`src/rtl/dem_switch_sequencer.sv`:
```
`default_nettype none
// ============================================================================
// Module   : dem_switch_sequencer
// Brief    : Sample handshake, per-block swap-bit generation and valid
//            tracking for a 3-layer DEM switching-block tree.
//            Optional DEM_SEQ_STATS_EN adds a saturating accepted-sample count.
// Revision : 1.0 - initial release
// ============================================================================
module dem_switch_sequencer #(
    parameter  int          INPUT_WIDTH = 16,
    parameter  int          LAYERS      = 3,
    parameter  logic [15:0] LFSR_SEED   = 16'hACE1,
    localparam int          NUM_SW      = 2**LAYERS - 1
) (
    input  logic                   clk_i,
    input  logic                   reset_i,
    input  logic                   enable_i,
    input  logic [1:0]             mode_i,
    input  logic                   seed_load_i,
    input  logic [15:0]            seed_i,
    input  logic                   sample_valid_i,
    output logic                   sample_ready_o,
    input  logic [INPUT_WIDTH-1:0] x_sample_i,
    output logic [INPUT_WIDTH-1:0] x_in_o,
    output logic [NUM_SW-1:0]      seq_bits_o,
    output logic                   tree_out_valid_o,
`ifdef DEM_SEQ_STATS_EN
    output logic [15:0]            accepted_cnt_o,
`endif
    output logic                   busy_o
);

    localparam int c_flush_w = (LAYERS > 1) ? $clog2(LAYERS) : 1;

    typedef enum logic [1:0] {
        ST_IDLE  = 2'd0,
        ST_RUN   = 2'd1,
        ST_FLUSH = 2'd2
    } state_t;

    state_t                 r_state;
    state_t                 w_state_nxt;
    logic [c_flush_w-1:0]   r_flush_cnt;
    logic [1:0]             r_mode;
    logic [15:0]            r_lfsr;
    logic [15:0]            w_lfsr_step;
    logic [INPUT_WIDTH-1:0] r_x_in;
    logic [NUM_SW-1:0]      r_seq;
    logic [NUM_SW-1:0]      w_seq_nxt;
    logic                   r_x_valid;
    logic [LAYERS-1:0]      r_pipe;
    logic                   w_ready;
    logic                   w_accept;
    logic                   w_start;

    assign w_ready  = (r_state == ST_RUN) && enable_i;
    assign w_accept = sample_valid_i && w_ready;
    assign w_start  = (r_state == ST_IDLE) && enable_i;

    // Fibonacci LFSR, taps 16,14,13,11, shifting toward the MSB.
    assign w_lfsr_step = {r_lfsr[14:0], r_lfsr[15] ^ r_lfsr[13] ^ r_lfsr[12] ^ r_lfsr[10]};

    always_comb begin
        w_state_nxt = r_state;
        case (r_state)
            ST_IDLE:  if (enable_i)          w_state_nxt = ST_RUN;
            ST_RUN:   if (!enable_i)         w_state_nxt = ST_FLUSH;
            ST_FLUSH: if (r_flush_cnt == '0) w_state_nxt = ST_IDLE;
            default:                         w_state_nxt = ST_IDLE;
        endcase
    end

    always_comb begin
        w_seq_nxt = r_seq;
        case (r_mode)
            2'b01:   w_seq_nxt = ~r_seq;
            2'b10:   w_seq_nxt = w_lfsr_step[NUM_SW-1:0];
            default: w_seq_nxt = '0;
        endcase
    end

    always_ff @(posedge clk_i or posedge reset_i) begin
        if (reset_i) begin
            r_state     <= ST_IDLE;
            r_flush_cnt <= '0;
            r_mode      <= 2'b00;
            r_lfsr      <= LFSR_SEED;
            r_x_in      <= '0;
            r_seq       <= '0;
            r_x_valid   <= 1'b0;
            r_pipe      <= '0;
        end else begin
            r_state <= w_state_nxt;
            if (w_start) begin
                r_mode <= mode_i;
            end
            // FLUSH lasts LAYERS cycles: loaded with LAYERS-1, leaves at zero.
            if ((r_state == ST_RUN) && !enable_i) begin
                r_flush_cnt <= c_flush_w'(LAYERS - 1);
            end else if ((r_state == ST_FLUSH) && (r_flush_cnt != '0)) begin
                r_flush_cnt <= r_flush_cnt - 1'b1;
            end
            if (w_accept) begin
                r_x_in <= x_sample_i;
                r_seq  <= w_seq_nxt;
                if (r_mode == 2'b10) begin
                    r_lfsr <= w_lfsr_step;
                end
            end else if ((r_state == ST_IDLE) && seed_load_i) begin
                r_lfsr <= (seed_i == 16'h0000) ? LFSR_SEED : seed_i;
            end
            // r_x_valid marks x_in_o holding a new sample; the pipe models the tree stages.
            r_x_valid <= w_accept;
            r_pipe    <= (r_pipe << 1) | LAYERS'(r_x_valid);
        end
    end

`ifdef DEM_SEQ_STATS_EN
    logic [15:0] r_acc_cnt;

    always_ff @(posedge clk_i or posedge reset_i) begin
        if (reset_i) begin
            r_acc_cnt <= 16'h0000;
        end else if (w_start) begin
            r_acc_cnt <= 16'h0000;
        end else if (w_accept && (r_acc_cnt != 16'hFFFF)) begin
            r_acc_cnt <= r_acc_cnt + 16'h0001;
        end
    end

    assign accepted_cnt_o = r_acc_cnt;
`endif

    assign sample_ready_o   = w_ready;
    assign x_in_o           = r_x_in;
    assign seq_bits_o       = r_seq;
    assign tree_out_valid_o = r_pipe[LAYERS-1];
    assign busy_o           = (r_state != ST_IDLE);

endmodule
`default_nettype wire

```
`config.mk`:
```
export PLATFORM = sky130hd
export DESIGN_NAME = dem_switch_sequencer
export DESIGN_NICKNAME = d
export VERILOG_FILES = /design/src/rtl/dem_switch_sequencer.sv
export SDC_FILE = /design/constraint.sdc
export NUM_CORES = 1
export LEC_CHECK = 0
export BUFFER_PORTS_ARGS = -buffer_cell sky130_fd_sc_hd__buf_2
export CORE_MARGIN = 3
export CORE_UTILIZATION = 55
export CTS_CLUSTER_DIAMETER = 60
export CTS_CLUSTER_SIZE = 12
export DETAILED_ROUTE_END_ITERATION = 10
export PLACE_DENSITY = 0.95
export SLEW_MARGIN = 15
export SYNTH_ARGS = -nofsm -noshare
export SYNTH_HDL_FRONTEND = slang
export SYNTH_SLANG_ARGS = --single-unit
```
`constraint.sdc`:
```
create_clock -name clk_i -period 3.8 [get_ports clk_i]
set_input_delay 0.76 -clock clk_i [delete_from_list [all_inputs] [get_ports clk_i]]
set_output_delay 0.76 -clock clk_i [all_outputs]
set_load 0.03 [all_outputs]
```
Word level (Yosys, flattened, before mapping) --
Index checks and enable logic that the tools add are counted.
Word-level totals: bits of input ports 39, register bits after elaboration 49
Cells by class: add/subtract/negate cells 1, muxes and demuxes 11, reductions and logical operators 16, eq/ne operators 8, bitwise operators 5
Operators with widths (count):
- two-way mux 16 bit | 4
- zero test 16 bit | 1
- case mux 7 bit (2 select lines) | 1
- two-way mux 2 bit | 5
- nonzero test 2 bit | 4
- NOT 7 bit | 1
- logical AND 1 bit | 6
- != test 2 bit (second input constant) | 3
- case mux 2 bit (3 select lines) | 1
- equality test 2 x 1 -> 1 bit (second input constant) | 2
- equality test 2 bit (second input constant) | 2
- zero test 2 bit | 2
- bitwise OR 3 x 1 -> 3 bit | 1
- AND reduction 3 bit | 1
- XOR 1 bit | 3
- != test 2 x 1 -> 1 bit (second input constant) | 1
- AND reduction 2 bit | 1
- subtractor 2 x 1 -> 2 bit (second input constant) | 1
- zero test 1 bit | 1

Depth between registers and ports, before layout --
Gate-level depths: netlist (run 1).
depth after elaboration 5, depth in mapped cells 8, gate-level depth less buffers 6

Worst setup path after synthesis (run 1) --
OpenSTA, ideal clock, no wires.
path kind in2out, from input port enable_i, to output port sample_ready_o, data arrival time 1.207 ns, required time 3.040 ns, stages on the path 2, slack 1.833 ns, path through and2b_2 > and2_1
On the way: cells in the longest elaborated chain, start to end 1
RTL lines:
- start: declaration | line 17 | input logic enable_i,
- logical AND 1 bit | line 56 | assign w_ready = (r_state == ST_RUN) && enable_i;
- end: declaration | line 22 | output logic sample_ready_o,
Every way passes these cells.

Worst setup path after layout (run 1) --
from register r_state[1], to register r_seq[6] (netlist: seq_bits_o[6])
On the way: cells in the longest elaborated chain, start to end 3
RTL lines:
- start: declaration | line 41 | state_t r_state;
- start signal: assignment | line 93 | r_state <= w_state_nxt;
- equality test 2 x 1 -> 1 bit | line 56
- logical AND 1 bit | line 56
- logical AND 1 bit | line 57 | assign w_accept = sample_valid_i && w_ready;
- end signal: assignment | line 105 | r_seq <= w_seq_nxt;
- end: declaration | line 48 | logic [NUM_SW-1:0] r_seq;
Every way passes these cells. A chain may end at the register's enable or synchronous reset.

==> implementation parameters, run 1 <==
Parameter                              Value

Setup path
  Critical path data required time ... roughly 4.0 ns
  Slowest CP cell ... inv_2
  Ordered cell list for the critical path ... and2b_2, nand3_2, buf_4, inv_2, nand2b_1, o22ai_1
  Worst setup SP type ... flip-flop
  Largest driver fanout on the critical path ... 42
  Critical path start-end classification ... flip-flop to flip-flop
  Largest stage delay, worst path ... 0.53 ns
  CP endpoint kind ... flip-flop
  Critical path data arrival time ... ~2.5 ns

Synth
  Most area-hungry cell type in the Yosys netlist ... dfrtp_1
  Top FF cell, synth ... dfrtp_1
  Yosys top cell area share ... between 40% and 50%
  Yosys warning count ... 0
  Dominant cells by area after synthesis ... dfrtp_1, nand2_1, dfstp_2
  Synthesized netlist net count ... between 200 and 300
  Avg Inst Size Synth ... roughly 9.1 um^2
  Sequential area share after synthesis ... a little under three fifths
  Synth async-reset ratio ... 100%
  Synth Instances ... 243
  Synth Register Bits ... 49
  Synthesized area ... between 2000 and 2500 um^2
  EDFF count, synth ... 0
  Synth unique cells ... 36

Timing
  Setup violations, final ... 0
  Final hold violations ... 0
  Crit share post-route ... approximately three fifths
  Unrepaired setup endpoints after global routing ... false
  Total negative slack for setup checks ... 0 ns
  Final critical delay including setup and external delays ... between 2 and 2.5 ns
  Tightest Pin Transition ... 0.961 ns
  Worst Slack Setup Final ... 1.55 ns
  Relative max-transition margin ... 35.9%
  Top achievable clock speed ... 445 MHz
  Number of slew-limit violations in the final report ... 0
  Final clock skew ... around 0.0045 ns

Detailed routing
  Number of vias per cell ... around 5.4
  Count of nets left with antenna violations after detail routing ... 0
  Remaining routing DRC violations ... 0
  Drt first-iter violations ... around 110
  Total via count in the routed design ... around 1900
  1st-pass router iterations ... 4
  Total detailed-routing wirelength ... about 4.6 mm
  Final routed wire length divided by cell count ... roughly 13 um

Power and ir drop
  Internal power component ... about 0.0012 W
  Cell leakage power ... 1.33 nW
  Net switching share of the total power ... approximately 43%
  Worst ir drop on vdd ... 0.401 mV
  Net switching power ... around 0.00093 W
  Relative contribution of sequential cells to total power ... about 43%
  PD cells ... ~830 nW/um^2
  Portion of total power attributed to the clock network ... between 10 and 15%
  Combinational share of power ... a little over two fifths

Clocking
  Buffer cell driving the clock tree root ... clkbuf_8
  Buffer count from post-CTS setup fixing ... 0
  Clock slew at reported path FFs ... about 0.09 ns
  Total CTS buffers ... 5
  H-tree depth reported by CTS ... 2
  Buffer levels on the longest clock path ... 2
  Clk sinks ... between 40 and 50
  Clock tree from TritonCTS ... done
  Number of hold buffers added after cts ... 0
  Resize count post-CTS ... 0
  Clock latency on the worst-skew pair ... roughly 0.30 ns

Placement
  Weighted congestion reported at the end of routability-driven placement ... roughly 0.85
  Count of input and output buffers ... 64
  Placement-stage worst setup slack ... between 1 and 1.5 ns
  DPL Wire Length ... 3.37 mm

GRT
  Via count of the first global-routing pass ... 1873
  First-pass GRT wire length ... ~8 mm
  Largest net degree at the start of global routing ... 50
  Number of antenna violations at the first check in global routing ... 0
  All-Layer GR Usage ... 20.3%
  Global route total overflow ... 0

Floorplanning
  Height of the chip ... 69.5 um
  Ports ... 65
  Row cnt ... 22
  Total die area ... between 4000 and 5000 um^2
  Overall die width ... slightly below 70 um
  Core Box Area ... between 3000 and 4000 um^2
  Initial core utilization ... approximately three fifths

Flow run
  Max-cap violations ... 0

Cells and area
  Fraction of final layout cells sized beyond drive strength 1 ... ~29%
  Number of diodes ... 0
  Layout Area Growth over Synthesis ... 17.8%
  Nets@finish ... ~340

Worst hold path
  Classification of the worst-slack hold path ... flip-flop to flip-flop

Run status
  Run status ... finished clean
[cell usage after synthesis (3+ instances only)]
cell and count:
o21ai_0 6, a31oi_1 8, nor3_1 6, buf_4 6, nor4_1 4, a21oi_1 4
o22ai_1 6, buf_2 4, ha_1 3, inv_1 11, a22oi_1 4, dfrtp_1 41
nor2_1 10, dfstp_2 8, o21ai_1 12, nand2_1 82
[metrics by stage]
step	instance area, um^2	instances	hold slack (ns)	utilization (%)	total power [W]
after CTS	2610	351	0.362	69.2	0.00218
after floorplan	2220	243	0.331	-	0.00163
after global placement	2520	343	0.333	66.8	0.00182
final	2610	351	0.365	69.2	0.00216
after detailed placement	2520	343	0.340	66.8	0.00187
after global routing	2610	351	0.369	69.2	0.00233
[sequential cells by signal, indices dropped and copies added (netlist names)]
register / cells
r_flush_cnt: 2
r_mode: 2
r_lfsr: 16
seq_bits_o: 7
r_x_valid: 1
r_pipe: 3
x_in_o: 16
r_state: 2
[critical path, delay by kind of cell (launching register included)]
family | cells | cell delay [ns]
buffers and inverters | 2 | 0.78
AND/OR/NAND/NOR | 3 | 0.68
AO/OA/AOI/OAI | 1 | 0.20
flip-flops | 1 | 0.49
[layout make-up]
| type | count | area (um^2) |
|---|---|---|
| clock buffers | 5 | 68.8 |
| fillers | 298 | 1160 |
| repair buffers | 65 | 328 |
| flip-flops and latches | 49 | 1240 |
| well taps | 48 | 60.1 |
| multi-input cells | 169 | 851 |
| inverters | 12 | 45.0 |
| clock inverters | 3 | 21.3 |
[per-layer routing]
| metal | global-route usage (%) | part of all wire (%) | up-vias |
|---|---|---|---|
| li1 | - | - | 918 |
| met1 | 24.3 | 41 | 902 |
| met2 | 34.5 | 51 | 65 |
| met3 | 4.93 | 6.0 | 11 |
| met4 | 8.89 | 2.4 | 0 |
| met5 | 0 | 0 | - |
[cells by family after synthesis]
group | count (synthesis) | synth area share [%]
AND/OR/NAND/NOR | 117 | 23.0
XOR/XNOR | 3 | 1.19
AO/OA/AOI/OAI | 46 | 12.5
adder cells (fa/ha/maj) | 3 | 1.69
buffers and inverters | 25 | 5.82
flip-flops | 49 | 55.8
[power by group through the flow]
stage                     Combinational, W  Clock [W]  Sequential (W)
after floorplan                   0.000499          0         0.00113
after global placement            0.000901          0        0.000924
after detailed placement          0.000937          0        0.000938
after CTS                         0.000938   0.000308        0.000929
after global routing               0.00104   0.000328        0.000966
final                             0.000930   0.000301        0.000929
[worst paths after layout]
check                           start              to  slack (ns)  depth (start not counted)
max                        r_state[1]   seq_bits_o[6]        1.55                          6
min                         r_x_valid       r_pipe[0]        0.37                          0
max reg2reg                r_state[1]   seq_bits_o[6]        1.55                          6
min reg2reg                 r_x_valid       r_pipe[0]        0.37                          0
max in group asynchronous     reset_i  r_flush_cnt[1]        2.53                          2
min in group asynchronous     reset_i       r_pipe[2]        0.67                          2
[placed cells by master (no fill, tap or decap)]
cell        synthesis  layout
nand2_1            82      82
buf_2               4      64
dfrtp_1            41      41
o21ai_1            12      12
inv_1              11      10
nor2_1             10      10
a31oi_1             8       8
dfstp_2             8       8
o22ai_1             6       6
nor3_1              6       6
o21ai_0             6       6
clkbuf_8            0       5
nor4_1              4       4
a21oi_1             4       4
a22oi_1             4       4
ha_1                3       3
inv_2               1       2
nand2b_1            2       2
a21boi_0            2       2
nor2b_1             2       2
nand3b_1            2       2
xnor2_1             2       2
nand3_1             2       2
o311ai_1            2       2
and2b_2             1       1
nand3_2             1       1
and4_1              1       1
nand2b_4            1       1
nand4_1             1       1
a21oi_2             1       1
a21o_1              1       1
xor2_1              1       1
and2_1              1       1
or2_2               1       1
inv_6               0       1
clkinvlp_4          0       1
clkinv_2            0       1
buf_4               6       1
Power figures use the tool's default switching activity.
==> inputs of run 2 (changes only) <==
Settings changed: ABC_AREA set to 1, CORE_UTILIZATION 55 to 47, PLACE_DENSITY 0.95 to 0.87.
Clock period 3.8 ns to 2 ns, I/O delays scaled along.
==> run 2 against run 1 <==
Sequential power increased by 86%. Final area increased by 8.9%. Combinational power increased by 98%. Sequential cell count unchanged. Critical endpoint is now r_lfsr[4]. Largest cell class unchanged. Largest power group unchanged.
==> implementation parameters, run 2 <==
Parameter                              Value

Floorplanning
  Total die area ... 5940 um^2 (+23%)
  Ports ... 65 (unchanged)
  Height of the chip ... 77.0 um (+11%)
  Initial core utilization ... 49.6% (-9.2 points)
  Core Box Area ... 4790 um^2 (+27%)
  Row cnt ... 25 (+14%)
  Overall die width ... 77.0 um (+11%)

Timing
  Final hold violations ... 0 (unchanged)
  Worst Hold Margin ... 0.241 ns (-0.125 ns)
  Top achievable clock speed ... 554 MHz (+24%)
  Final clock skew ... 0.00230 ns (-0.00223 ns)
  Tightest Pin Transition ... 0.599 ns (-0.362 ns)
  Unrepaired setup endpoints after global routing ... false
  Crit share post-route ... 90.2% (+31 points)
  Total negative slack for setup checks ... 0 ns (unchanged)
  Number of slew-limit violations in the final report ... 0 (unchanged)
  Final critical delay including setup and external delays ... 1.80 ns (-0.442 ns)
  Relative max-transition margin ... 60.1% (+24 points)
  Setup violations, final ... 0 (unchanged)

Detailed routing
  Number of vias per cell ... 4.82 (-11%)
  Total via count in the routed design ... 2114 (+11%)
  Total detailed-routing wirelength ... 5.21 mm (+14%)
  Final routed wire length divided by cell count ... 11.9 um (-9.1%)
  Remaining routing DRC violations ... 0 (unchanged)
  Drt first-iter violations ... 107 (-3.6%)
  Count of nets left with antenna violations after detail routing ... 0 (unchanged)
  1st-pass router iterations ... 4 (unchanged)

Synth
  Yosys warning count ... 0 (unchanged)
  Most area-hungry cell type in the Yosys netlist ... dfrtp_1
  Cell with the most instances after synthesis ... nand2_1
  Synth unique cells ... 25 (-31%)
  Yosys top cell area share ... 43.2% (-3.1 points)
  Cell types with the highest counts after synthesis ... nand2_1, inv_1, dfrtp_1
  Avg Inst Size Synth ... 7.73 um^2 (-15%)
  Synth async-reset ratio ... 100% (unchanged)
  Synth Instances ... 307 (+26%)
  Synth Register Bits ... 49 (unchanged)
  EDFF count, synth ... 0 (unchanged)
  Top FF cell, synth ... dfrtp_1
  Synthesized area ... 2370 um^2 (+7.1%)
  Dominant cells by area after synthesis ... dfrtp_1, nand2_1, dfstp_2
  Sequential area share after synthesis ... 52.1% (-3.7 points)
  Synthesized netlist net count ... 349 (+22%)

Setup path
  Worst reg2reg path startpoint ... r_state[1]
  Largest driver fanout on the critical path ... 22 (-48%)
  Slowest CP cell ... dfrtp_1
  Ordered cell list for the critical path ... nor2_4, nand3_4, inv_2, nand2_2, nand2_4, inv_2, nand2_1, nand2_1
  CP endpoint kind ... flip-flop
  Worst setup SP type ... flip-flop
  Largest stage delay, worst path ... 0.44 ns (-0.09 ns)
  Worst path buffer plus inverter count ... 2 (unchanged)
  Delay-heaviest family, CP ... simple AND/OR/NAND/NOR gates
  Critical path data required time ... 2.20 ns (-1.82 ns)
  Critical path data arrival time ... 2.00 ns (-0.46 ns)
  Critical path start-end classification ... flip-flop to flip-flop
  Start point of the critical path ... r_state[1]

Power and ir drop
  PD cells ... 1500 nW/um^2 (+81%)
  Worst ir drop on vdd ... 0.844 mV (+110%)
  Cell leakage power ... 1.68 nW (+26%)

GRT
  Via count of the first global-routing pass ... 2065 (+10%)
  First-pass GRT wire length ... 8.95 mm (+12%)
  Number of antenna violations at the first check in global routing ... 0 (unchanged)
  All-Layer GR Usage ... 18.7% (-1.6 points)
  Global route total overflow ... 0 (unchanged)
  Largest net degree at the start of global routing ... 50 (unchanged)

Clocking
  Buffer levels on the longest clock path ... 2 (unchanged)
  Clock latency on the worst-skew pair ... 0.30 ns (about the same)
  Buffer count from post-CTS setup fixing ... 0 (unchanged)
  H-tree depth reported by CTS ... 2 (unchanged)
  Number of hold buffers added after cts ... 0 (unchanged)
  Buffer cell driving the clock tree root ... clkbuf_8
  Clock slew at reported path FFs ... 0.08 ns (about the same)
  Clk sinks ... 49 (unchanged)
  Total CTS buffers ... 5 (unchanged)
  Clock tree from TritonCTS ... done
  Resize count post-CTS ... 0 (unchanged)

Flow run
  Max-cap violations ... 0 (unchanged)

Cells and area
  Layout Area Growth over Synthesis ... 19.8%
  Leading cell type in the layout, fill and taps excluded ... nand2_1
  Nets@finish ... 413 (+20%)
  Number of diodes ... 0 (unchanged)
  Fraction of final layout cells sized beyond drive strength 1 ... 24.5% (-4.6 points)
  Most frequent cells in the layout ... nand2_1, buf_2, inv_1

Placement
  DPL Wire Length ... 3.83 mm (+14%)
  Count of input and output buffers ... 64 (unchanged)
  Weighted congestion reported at the end of routability-driven placement ... 0.813 (-4.2%)

Run status
  Run status ... finished clean

Worst hold path
  Classification of the worst-slack hold path ... input pin to async pin
run 2: power breakdown:
group          internal, W  total [W]  switching, W
Sequential         0.00147    0.00173      0.000253
Combinational     0.000592    0.00184       0.00125
Clock             0.000371   0.000685      0.000314
Total              0.00244    0.00425       0.00182
run 2: routing by layer:
layer	vias to the layer above	share of wire (%)	GRT usage (%)
met5	-	0	0
met1	967	42	23.2
met3	18	5.2	4.11
li1	1058	-	-
met2	71	49	31.4
met4	0	3.1	8.01
run 2: worst reg2reg max path, stage by stage, from the launching register on:
cell and delay, ns:
dfrtp_1 0.44, nor2_4 0.17, nand3_4 0.20, inv_2 0.31, nand2_2 0.11, nand2_4 0.21, inv_2 0.13, nand2_1 0.08
nand2_1 0.04
run 2: cell families after synthesis:
group           share of synthesized area (%)
compound gates                           7.17
xor+xnor                                0.369
fa+ha+maj                                1.58
buf+inv                                  10.3
flops                                    52.1
simple gates                             28.5
run 2: worst paths after layout:
| check | to | slack, ns | cells past startpoint |
|---|---|---|---|
| setup / recovery | r_lfsr[4] | 0.20 | 8 |
| hold / removal | r_pipe[1] | 0.24 | 3 |
| setup reg to reg | r_lfsr[4] | 0.20 | 8 |
| hold reg to reg | r_pipe[2] | 0.36 | 0 |
| max in group asynchronous | seq_bits_o[1] | 1.36 | 3 |
| min in group clk_i | x_in_o[10] | 0.29 | 3 |
run 2: layout make-up:
type	count	area (um^2)
inverter	48	180
fill	403	1940
timing repair buffer	67	343
clock buffer	6	72.6
clock inverter	2	35.0
multi-input combinational	200	892
sequential	49	1240
tap	67	83.8
run 2: metrics by stage:
| stage | worst slack [ns] | cell area [um^2] | total power [W] | cells | util, % |
|---|---|---|---|---|---|
| final | 0.196 | 2840 | 0.00425 | 439 | 59.4 |
| after detailed placement | 0.216 | 2740 | 0.00357 | 431 | 57.2 |
| after global placement | 0.300 | 2740 | 0.00349 | 431 | 57.2 |
| after CTS | 0.204 | 2840 | 0.00428 | 439 | 59.4 |
| after global routing | 0.0304 | 2840 | 0.00458 | 439 | 59.4 |
| after floorplan | 0.440 | 2370 | 0.00307 | 307 | - |
